[src/rtl/nios1_sw_poll_pkg.sv]
// Shared definitions for the switch-poll controller: register map, FSM encoding, defaults.
package nios1_sw_poll_pkg;

  localparam int DATA_W_DEF   = 18;
  localparam int PERIOD_W_DEF = 24;

  localparam logic [1:0] REG_CTRL   = 2'd0;
  localparam logic [1:0] REG_PERIOD = 2'd1;
  localparam logic [1:0] REG_MASK   = 2'd2;
  localparam logic [1:0] REG_EDGE   = 2'd3;

  typedef enum logic [1:0] {
    ST_IDLE    = 2'd0,
    ST_WAIT    = 2'd1,
    ST_READ    = 2'd2,
    ST_CAPTURE = 2'd3
  } poll_state_t;

endpackage

[src/rtl/nios1_sw_debounce.sv]
// Switch debouncer: a value is accepted once DEBOUNCE consecutive polls agree; accepted changes
// are reported as a one-cycle edge_set vector in the same cycle stable updates.
module nios1_sw_debounce #(
  parameter int DATA_W   = 18,
  parameter int DEBOUNCE = 2
) (
  input  logic              clk,
  input  logic              reset_n,
  input  logic              sample_valid,
  input  logic [DATA_W-1:0] sample,
  output logic [DATA_W-1:0] stable,
  output logic [DATA_W-1:0] edge_set
);

  localparam int CNT_W = (DEBOUNCE < 2) ? 1 : $clog2(DEBOUNCE + 1);
  localparam logic [CNT_W-1:0] CNT_MAX = CNT_W'(DEBOUNCE);

  logic [DATA_W-1:0] candidate, candidate_d;
  logic [DATA_W-1:0] stable_d;
  logic [CNT_W-1:0]  cnt, cnt_d;

  always_comb begin
    candidate_d = candidate;
    cnt_d       = cnt;
    stable_d    = stable;
    edge_set    = '0;
    if (sample_valid) begin
      if (sample == candidate) begin
        if (cnt != CNT_MAX) cnt_d = cnt + 1'b1;
      end else begin
        candidate_d = sample;
        cnt_d       = CNT_W'(1);
      end
      // Acceptance is judged on the updated candidate so DEBOUNCE=1 still works.
      if (cnt_d == CNT_MAX && candidate_d != stable) begin
        edge_set = candidate_d ^ stable;
        stable_d = candidate_d;
      end
    end
  end

  always_ff @(posedge clk or negedge reset_n) begin
    if (!reset_n) begin
      candidate <= '0;
      cnt       <= '0;
      stable    <= '0;
    end else begin
      candidate <= candidate_d;
      cnt       <= cnt_d;
      stable    <= stable_d;
    end
  end

endmodule

[src/rtl/nios1_sw_poll_ctrl.sv]
// Periodically reads a switch PIO, debounces the value and raises a maskable edge interrupt.
// Slave handshake: s_write commits in its cycle; s_read returns data on s_readdata the next cycle.
module nios1_sw_poll_ctrl
  import nios1_sw_poll_pkg::*;
#(
  parameter int DATA_W         = DATA_W_DEF,
  parameter int PERIOD_W       = PERIOD_W_DEF,
  parameter int DEFAULT_PERIOD = 50000,
  parameter int DEBOUNCE       = 2
) (
  input  logic        clk,
  input  logic        reset_n,
  input  logic [1:0]  s_address,
  input  logic        s_write,
  input  logic        s_read,
  input  logic [31:0] s_writedata,
  output logic [31:0] s_readdata,
  output logic [1:0]  m_address,
  output logic        m_read,
  input  logic [31:0] m_readdata,
  output logic        irq,
  output poll_state_t dbg_state
);

  poll_state_t         state, state_d;
  logic                enable, enable_d;
  logic [PERIOD_W-1:0] period, period_d;
  logic [PERIOD_W-1:0] count, count_d;
  logic [DATA_W-1:0]   mask, mask_d;
  logic [DATA_W-1:0]   edge_reg, edge_d, edge_w1c, edge_set;
  logic [DATA_W-1:0]   stable;
  logic [31:0]         rd_data;
  logic                sample_valid;
  logic                unused_bits;

  assign unused_bits = ^{s_writedata, m_readdata};
  assign m_address   = 2'b00;
  assign m_read      = (state == ST_READ);
  assign dbg_state   = state;

  // Register write decode; the FSM and irq consume the next-cycle values.
  always_comb begin
    enable_d = enable;
    period_d = period;
    mask_d   = mask;
    edge_w1c = '0;
    if (s_write) begin
      case (s_address)
        REG_CTRL:   enable_d = s_writedata[0];
        REG_PERIOD: period_d = (s_writedata[PERIOD_W-1:0] == '0) ? PERIOD_W'(1)
                                                                 : s_writedata[PERIOD_W-1:0];
        REG_MASK:   mask_d   = s_writedata[DATA_W-1:0];
        REG_EDGE:   edge_w1c = s_writedata[DATA_W-1:0];
      endcase
    end
    edge_d = (edge_reg & ~edge_w1c) | edge_set;
  end

  always_comb begin
    state_d = state;
    count_d = count;
    case (state)
      ST_IDLE:    if (enable) state_d = ST_WAIT;
      ST_WAIT:    if (count == '0) state_d = ST_READ;
                  else count_d = count - 1'b1;
      ST_READ:    state_d = ST_CAPTURE;
      ST_CAPTURE: state_d = ST_WAIT;
    endcase
    if (!enable_d) state_d = ST_IDLE;
    if (state_d == ST_WAIT && state != ST_WAIT) count_d = period - 1'b1;
  end

  // A disable arriving in the capture cycle drops that sample.
  assign sample_valid = (state == ST_CAPTURE) && enable_d;

  nios1_sw_debounce #(
    .DATA_W   (DATA_W),
    .DEBOUNCE (DEBOUNCE)
  ) u_debounce (
    .clk          (clk),
    .reset_n      (reset_n),
    .sample_valid (sample_valid),
    .sample       (m_readdata[DATA_W-1:0]),
    .stable       (stable),
    .edge_set     (edge_set)
  );

  always_comb begin
    rd_data = '0;
    case (s_address)
      REG_CTRL: begin
        rd_data[0]           = enable;
        rd_data[31 -: DATA_W] = stable;
      end
      REG_PERIOD: rd_data[PERIOD_W-1:0] = period;
      REG_MASK:   rd_data[DATA_W-1:0]   = mask;
      REG_EDGE:   rd_data[DATA_W-1:0]   = edge_reg;
    endcase
  end

  always_ff @(posedge clk or negedge reset_n) begin
    if (!reset_n) begin
      state      <= ST_IDLE;
      enable     <= 1'b0;
      period     <= PERIOD_W'(DEFAULT_PERIOD);
      count      <= '0;
      mask       <= '0;
      edge_reg   <= '0;
      s_readdata <= '0;
      irq        <= 1'b0;
    end else begin
      state    <= state_d;
      enable   <= enable_d;
      period   <= period_d;
      count    <= count_d;
      mask     <= mask_d;
      edge_reg <= edge_d;
      irq      <= |(edge_d & mask_d);
      if (s_read) s_readdata <= rd_data;
    end
  end

endmodule

[config.mk]
export PLATFORM = sky130hd
export DESIGN_NAME = nios1_sw_poll_ctrl
export DESIGN_NICKNAME = d
export VERILOG_FILES = /design/src/rtl/nios1_sw_poll_pkg.sv /design/src/rtl/nios1_sw_debounce.sv /design/src/rtl/nios1_sw_poll_ctrl.sv
export SDC_FILE = /design/constraint.sdc
export NUM_CORES = 1
export LEC_CHECK = 0
export ABC_AREA = 1
export CAP_MARGIN = 20
export CORE_AREA = 8 8 176 178
export CTS_CLUSTER_DIAMETER = 40
export CTS_CLUSTER_SIZE = 40
export DETAILED_ROUTE_END_ITERATION = 16
export DIE_AREA = 0 0 184 186
export PLACE_DENSITY = 0.53
export RECOVER_POWER = 100
export SYNTH_ARGS = -nofsm -noshare
export SYNTH_HDL_FRONTEND = slang
export SYNTH_SLANG_ARGS = --single-unit
export TNS_END_PERCENT = 100
[constraint.sdc]
create_clock -name clk -period 2.7 [get_ports clk]
set_input_delay 0.405 -clock clk [delete_from_list [all_inputs] [get_ports clk]]
set_output_delay 0.405 -clock clk [all_outputs]
set_load 0.01 [all_outputs]
==> results of run 1 <==
kinds of logic (layout without fill, tap and decap cells):
family,after synthesis,after routing,share of synthesized area (%)
DFF,158,158,46.2
muxes,10,10,1.17
AOI/OAI and AO/OA,163,163,10.8
adders and majority gates,2,2,0.292
other,1,2,0.0438
xor gates and xnor gates,29,29,2.97
buffers and inverters,175,348,8.15
and+or+nand+nor,609,609,30.3
critical path, cell delays in order:
cell and delay (ps):
clkdlybuf4s50_1 430, nor2_2 170, nand2_2 110, o21ai_4 220
buf_6 130, nand3_4 90, buf_4 170, clkbuf_16 160
nand2_1 70, nand2_2 70, inv_2 60, nand2_1 60
nor2_2 150, nand2_2 90, nor2_4 130, buf_12 140
nand2_1 50, nand3_1 70, o21ai_1 60
final timing paths:
| path | startpoint | to | slack, ps | cells after the start |
|---|---|---|---|---|
| min | s_readdata[4] | s_readdata[4] | 480 | 2 |
| min reg2reg | s_readdata[4] | s_readdata[4] | 480 | 2 |
| max in group asynchronous | reset_n | u_debounce.candidate[17] | 560 | 2 |
| max | s_address[0] | count[15] | 180 | 19 |
| min in group asynchronous | reset_n | count[6] | 500 | 1 |
| max reg2reg | count[8] | count[10] | 210 | 17 |
repair_timing:
| action | in CTS | in global routing |
|---|---|---|
| hold endpoints to repair | 0 | 0 |
| buffers inserted | 0 | 13 |
| setup endpoints to repair | 0 | 19 |
| gates resized for setup | 0 | 25 |
area by class of cell:
| class | count | area, um^2 | area share (%) |
|---|---|---|---|
| inverters | 127 | 477 | 4.27 |
| multi-input cells | 815 | 3990 | 35.7 |
| repair buffers | 189 | 1650 | 14.8 |
| clock buffers | 18 | 439 | 3.94 |
| flip-flops and latches | 158 | 3960 | 35.5 |
| well taps | 384 | 480 | 4.31 |
| clock inverters | 14 | 161 | 1.45 |
layer usage:
metal / part of all wire (%) / track usage, %
met3: 3.5 / 2.75
met4: 2.0 / 4.74
met1: 45 / 20.6
met2: 49 / 26.6
met5: 0 / 0
through the flow:
step | total power, mW | worst slack (ps) | instance area, um^2 | hold WS (ps) | std cells
after floorplan | 4.71 | 293 | 8570 | 109 | 1148
after global placement | 5.95 | -284 | 10400 | 465 | 1659
after detailed placement | 5.97 | -288 | 10400 | 469 | 1659
after CTS | 8.48 | 55.9 | 11000 | 26.9 | 1691
after global routing | 9.14 | -13.6 | 11200 | 505 | 1705
final | 8.54 | 176 | 11200 | 482 | 1705
placed cells by master (no fill, tap or decap), types with 33 or more instances in the layout:
| master | count |
|---|---|
| nor2_1 | 79 |
| dlygate4sd3_1 | 38 |
| nand4_1 | 48 |
| a21oi_1 | 33 |
| dfrtp_1 | 152 |
| nand3_1 | 43 |
| nand2_1 | 389 |
| inv_1 | 122 |
| o21ai_0 | 79 |
| buf_4 | 82 |
| clkdlybuf4s50_1 | 44 |
power breakdown:
part           switching, mW  internal (mW)
combinational           1.73           1.27
clock                   1.14           1.35
sequential             0.300           2.75
==> results.yml, run 1 <==
yosys:
  synth-seq-cells: 158
  synth_ff_type: "dfrtp_1"
  yosysMostFrequentCell: "nand2_1"
  ys_seq_area_share_pct: 46.2
  syn_area_per_cell_um2: 7.47
  syn_inst: 1147
  synthArstFlopShare_pct: 100
  syn_area_mm2: 0.00857
  synth_top_cell_area_share_pct: 44.4
  yosys.area.top_type: "dfrtp_1"
  ys_warn_count: 0
  ys_types: 44
  synth_edf_count: 0
  synth_common_cells: "nand2_1 (393), dfrtp_1 (152), inv_1 (123)"
  synth_area_leaders: "dfrtp_1 (44%), nand2_1 (17%), inv_1 (5.4%)"
critical_path:
  cp_max_fo: 10
  cp.arrival_ps: 2840
  worstSetupStartpointType: "input port"
  required_ps: 3020
  cp-end-kind: "flop"
  critPathKind: "input port to flop"
finish:
  layout-drive-gt1-share_pct: 13.7
  areaGrowthSynthToFinish_pct: 30.2
  antenna_cells: 0
  utilization_pct: 39.5
  fillCellCount: 2944
  largest_register_ffs: 32
  nets: 1380
  top_regs: "s_readdata: 32 flops, count: 24 flops, period: 24 flops"
  largest-register: "s_readdata"
die:
  fp.dieH_um: 186
  num_rows: 62
  die_w_um: 184
  initial_core_util_pct: 30.3
  dieArea_mm2: 0.0342
  core_mm2: 0.0282
  pin_count: 108
cts:
  numCtsBuffers: 17
  cts_buffer_depth: 2
  cts_tree: "yes"
  htreeDepth: 4
  cts.sinks: 158
  clock_latency_ps: 430
  path_clk_slew_ps: 70
  postCtsHoldBufs: 0
  root_buffer: "clkbuf_16"
status:
  status: "finished with violations"
  violations: "max-capacitance violations, max-slew violations"
placement:
  place_congestion: 0.906
  io_buffers: 83
  dpl.hpwl_um: 20100
timing:
  setup_viol: 0
  finalMaxSlewViolations: 73
  tns_ps: 0
  tightest_slew_ps: 1880
  min_period_over_period_pct: 93.5
  maxSlewHeadroom_pct: -25.4
  fmax_ghz: 0.396
  fin_crit_ps: 2520
  hold_viol_final: 0
  fin_worst_skew_ps: 12.6
route:
  dr.pass1.iters: 5
  drtIter0Drc: 540
  drc: 0
  vias_per_cell: 4.71
  ant_nets: 0
  routed_wl_um: 26600
  vias: 8035
  wl_per_cell_um: 15.6
global_route:
  grt_first_pass_wirelength_um: 42400
  grt_pass1_vias: 7803
  antenna_found_initial: 0
  grt_usage_pct: 15.9
  grt_max_degree: 73
  overflow: 0
job:
  drv_cap: 1
power:
  powerDensity_mw_per_mm2: 765
  leakage_nw: 5.75
  peakVddDrop_mv: 0.420
worst_hold_path:
  hold_path_class: "flop to flop"
Power figures use the tool's default switching activity.
==> inputs of run 2 (changes only) <==
CORE_AREA = 8 8 133 135   (was 8 8 176 178)
DIE_AREA = 0 0 141 143   (was 0 0 184 186)
PLACE_DENSITY = 0.84   (was 0.53)
==> run 2 against run 1 <==
The run still ends with max-capacitance violations, max-slew violations left. Sequential power hardly changed. Global-route usage is 9.4 points higher. Die area is 41% lower. Fmax is 2.0% lower. Clock skew is 3.6 ps lower. Utilization is 29 points higher.
==> results.yml, run 2 (synthesis results as in run 1) <==
status:
  status: "finished with violations"
  violations: "max-capacitance violations, max-slew violations"
power:
  peakVddDrop_mv: 0.561
  powerDensity_mw_per_mm2: 785
  leakage_nw: 5.65
  p_total_mw: 8.43
finish:
  layout_commonest_cell: "nand2_1"
  largest-register: "s_readdata"
  nets: 1359
  areaGrowthSynthToFinish_pct: 25.4
  layout-drive-gt1-share_pct: 11.4
  top_regs: "s_readdata: 32 flops, count: 24 flops, period: 24 flops"
  fin_cells: 1516
  antenna_cells: 0
  layout_common_cells: "nand2_1 (392), dfrtp_1 (152), inv_1 (123), nor2_1 (84), o21ai_0 (79)"
  largest_register_ffs: 32
  utilization_pct: 68.9
  design_area_mm2: 0.0107
die:
  pin_count: 108
  dieArea_mm2: 0.0202
  fp.dieH_um: 143
  core_mm2: 0.0156
  die_w_um: 141
  initial_core_util_pct: 54.9
  num_rows: 46
cts:
  cts.sinks: 158
  post_cts_buffers: 0
  cts_buffer_depth: 2
  path_clk_slew_ps: 70
  cts_tree: "yes"
  htreeDepth: 4
  root_buffer: "clkbuf_16"
  numCtsBuffers: 17
  clock_latency_ps: 440
timing:
  maxSlewHeadroom_pct: -8.62
  min_period_over_period_pct: 95.4
  fin_crit_ps: 2580
  tns_ps: 0
  setup_slack_ps: 124
  tightest_slew_ps: 1630
  fmax_ghz: 0.388
  hold_viol_final: 0
  setup_viol: 0
  whs_ps: 478
  finalMaxSlewViolations: 63
  fin_worst_skew_ps: 9.03
worst_hold_path:
  hold_path_class: "flop to flop"
  min_path_cells: 2
  hp-start: "s_readdata[31]"
  hold-path-endpoint: "s_readdata[31]"
route:
  dr.pass1.iters: 6
  drc: 0
  routed_wl_um: 24800
  wl_per_cell_um: 16.4
  drtIter0Drc: 820
  vias: 8296
  vias_per_cell: 5.47
  ant_nets: 0
critical_path:
  cp-end-kind: "flop"
  cp_max_fo: 5
  worstSetupStartpointType: "input port"
  r2r-end: "irq"
  ff2ff_path_depth: 12
  worst_r2r_startpoint: "u_debounce.candidate[11]"
  critPathKind: "input port to flop"
  cp.arrival_ps: 2940
  required_ps: 3060
  regToRegSetupSlack_ps: 180
placement:
  dpl_cell_area_mm2: 0.0101
  dpl.hpwl_um: 17700
  place_ws_ps: -279
  io_buffers: 83
  dpl.cell_count: 1482
  place_congestion: 0.938
global_route:
  grtUsageMet2_pct: 39.7
  gr-usage-met3_pct: 5.31
  grt_first_pass_wirelength_um: 40200
  overflow: 0
  grt_pass1_vias: 8151
  grt_busiest_layer: "met2"
  antenna_found_initial: 0
  grtUsageMet1_pct: 32.2
  grt_usage_pct: 25.3
  grt_max_degree: 64
job:
  drv_cap: 1
-- run 2: timing repair --
item | 4_1_cts | 5_1_grt
hold endpoints to repair | 54 | 0
setup endpoints to repair | 0 | 14
hold buffers | 1 | 0
resized for setup | 0 | 5
-- run 2: critical path, cell delays in order --
cell and delay (ps):
clkdlybuf4s50_1 440, nor2_1 160, nand2_1 130, o21ai_4 220, inv_2 60, nor3_2 230, buf_4 180, nand2_1 170
nor3_4 300, nand3_1 180, nand2_1 130, nand2_1 60, nand2_1 80, nor2_1 50, nand4_1 110
-- run 2: worst max-delay path by stage --
stage                   start   endpoint  depth (start not counted)
3_3_place_gp     s_address[1]        irq                         15
2_1_floorplan    s_address[1]  count[16]                         16
4_1_cts        m_readdata[10]        irq                         13
6_report         s_address[1]        irq                         15
5_1_grt             count[23]   count[8]                         17
3_5_place_dp     s_address[1]        irq                         15
-- run 2: metal layers --
layer | vias up | wire length [um] | part of all wire [%]
li1 | 3976 | - | -
met1 | 3880 | 10400 | 42
met2 | 368 | 11500 | 46
met3 | 72 | 1860 | 7.5
met4 | 0 | 1070 | 4.3
met5 | - | 0 | 0
-- run 2: power by group --
| group | internal, mW | total, mW | switching [mW] |
|---|---|---|---|
| registers | 2.75 | 3.05 | 0.302 |
| logic | 1.17 | 2.82 | 1.65 |
| clock network | 1.50 | 2.56 | 1.05 |
| total | 5.42 | 8.43 | 3.01 |
-- run 2: final cells by class --
| cell class | count | area (um^2) |
|---|---|---|
| Fill cell | 1192 | 4850 |
| Sequential cell | 158 | 3960 |
| Multi-Input combinational cell | 816 | 3940 |
| Timing Repair Buffer | 167 | 1480 |
| Inverter | 127 | 477 |
| Clock buffer | 19 | 443 |
| Tap cell | 216 | 270 |
| Clock inverter | 13 | 180 |
==> inputs of run 3 (changes only) <==
TNS_END_PERCENT = 1   (was 100)
==> run 3 against run 2 <==
The run still ends with max-capacitance violations, max-slew violations left. Flip-flop and latch count unchanged. Die area unchanged. Fmax up 0.67%. Combinational power about the same.
==> results.yml, run 3 (synthesis results as in run 1) <==
placement:
  place_congestion: 0.938
  dpl.cell_count: 1482
  place_ws_ps: -279
  dpl.hpwl_um: 17700
  io_buffers: 83
finish:
  layout_common_cells: "nand2_1 (392), dfrtp_1 (152), inv_1 (123), nor2_1 (84), o21ai_0 (79)"
  largest-register: "s_readdata"
  fin_cells: 1516
  top_regs: "s_readdata: 32 flops, count: 24 flops, period: 24 flops"
  layout_commonest_cell: "nand2_1"
  layout-drive-gt1-share_pct: 11.5
  nets: 1359
  fillCellCount: 1191
  areaGrowthSynthToFinish_pct: 25.5
  antenna_cells: 0
  largest_register_ffs: 32
route:
  drtIter0Drc: 822
  ant_nets: 0
  drc: 0
  vias_per_cell: 5.46
  wl_per_cell_um: 16.4
  vias: 8284
  routed_wl_um: 24800
  dr.pass1.iters: 5
critical_path:
  cp_max_fo: 5
  crit_start: "s_address[1]"
  cpMaxStageDelayCell: "clkdlybuf4s50_1"
  cp-end-kind: "flop"
  regToRegSetupSlack_ps: 180
  cp_cell_sequence: "clkdlybuf4s50_1 -> nor2_1 -> nand2_1 -> o21ai_4 -> inv_2 -> nor3_2 -> buf_4 -> nand2_1 -> nor3_4 -> nand3_1 -> nand2_1 -> nand2_1 -> nand2_1 -> nor2_1 -> nand4_1"
  worstSetupStartpointType: "input port"
  r2r-end: "irq"
  worst_r2r_startpoint: "u_debounce.candidate[11]"
  required_ps: 3060
  critPathKind: "input port to flop"
  crit_top_cell: "nand2_1"
  cp_slowest_stage_delay_ps: 440
  cp.arrival_ps: 2920
  ff2ff_path_depth: 12
cts:
  post_cts_buffers: 0
  clock_latency_ps: 440
  numCtsBuffers: 17
  cts.sinks: 158
  root_buffer: "clkbuf_16"
  cts_buffer_depth: 2
  cts_tree: "yes"
  path_clk_slew_ps: 70
  htreeDepth: 4
timing:
  tightest_slew_ps: 1630
  finalMaxSlewViolations: 63
  hold_viol_final: 0
  setup_viol: 0
  min_period_over_period_pct: 94.8
  maxSlewHeadroom_pct: -8.79
  fin_worst_skew_ps: 9.02
  fin_crit_ps: 2560
  fmax_ghz: 0.391
  setup_slack_ps: 141
global_route:
  grt_max_degree: 64
  grt_usage_pct: 25.3
  grt_first_pass_wirelength_um: 40200
  grt_pass1_vias: 8151
  antenna_found_initial: 0
  overflow: 0
job:
  drv_cap: 1
status:
  violations: "max-capacitance violations, max-slew violations"
  status: "finished with violations"
worst_hold_path:
  hp-start: "s_readdata[31]"
  hold_path_class: "flop to flop"
  hold-path-endpoint: "s_readdata[31]"
  min_path_cells: 2
die:
  die_w_um: 141
  initial_core_util_pct: 54.9
  fp.dieH_um: 143
  core_mm2: 0.0156
  num_rows: 46
  pin_count: 108
  dieArea_mm2: 0.0202
power:
  peakVddDrop_mv: 0.558
  powerDensity_mw_per_mm2: 785
  leakage_nw: 5.65
[run 3: stage by stage]
step	total power [mW]	hold WS (ps)	setup TNS [ps]	area [um^2]	utilization, %
CTS	8.43	489	0	10800	69.0
floorplan	4.71	109	0	8570	-
global placement	5.78	428	-1320	10100	65.0
global route	8.95	497	-32.0	10700	68.9
detailed placement	5.86	430	-3210	10100	65.0
finish	8.44	478	0	10700	68.9
[run 3: per-layer routing]
| layer | part of all wire (%) | track usage, % | up-vias |
|---|---|---|---|
| li1 | - | - | 3976 |
| met1 | 42 | 32.2 | 3882 |
| met2 | 46 | 39.7 | 360 |
| met3 | 7.5 | 5.31 | 66 |
| met4 | 4.3 | 13.8 | 0 |
| met5 | 0 | 0 | - |
[run 3: area by class of cell]
type                    count  area, um^2  area share [%]
inverters                 127         477            4.44
clock buffers              19         443            4.12
flip-flops and latches    158        3960            36.9
multi-input cells         816        3940            36.6
repair buffers            167        1480            13.8
well taps                 216         270            2.51
clock inverters            13         180            1.68
[run 3: worst max path at each step]
stage / depth (start not counted) / endpoint / slack [ps]
after CTS: 13 / irq / 110
final: 15 / irq / 140
after detailed placement: 15 / irq / -280
after floorplan: 16 / count[16] / 290
after global placement: 15 / irq / -200
after global routing: 17 / count[23] / -10
[run 3: where the power goes]
| group | switching, mW | internal, mW | total [mW] | leakage, nW |
|---|---|---|---|---|
| clock | 1.05 | 1.50 | 2.56 | 0.299 |
| combinational | 1.66 | 1.17 | 2.83 | 3.30 |
| sequential | 0.301 | 2.75 | 3.05 | 2.05 |
| total | 3.01 | 5.43 | 8.44 | 5.65 |
[run 3: repair_timing]
item,4_1_cts,5_1_grt
endpoints found under the hold margin,54,0
setup endpoints to repair,0,14
gates resized for setup,0,6
hold buffers,1,0
[run 3: critical path: cells and delay by family]
kind            cells  cell delay (ps)
simple gates       11             1580
compound gates      1              220
buf+inv             3              680
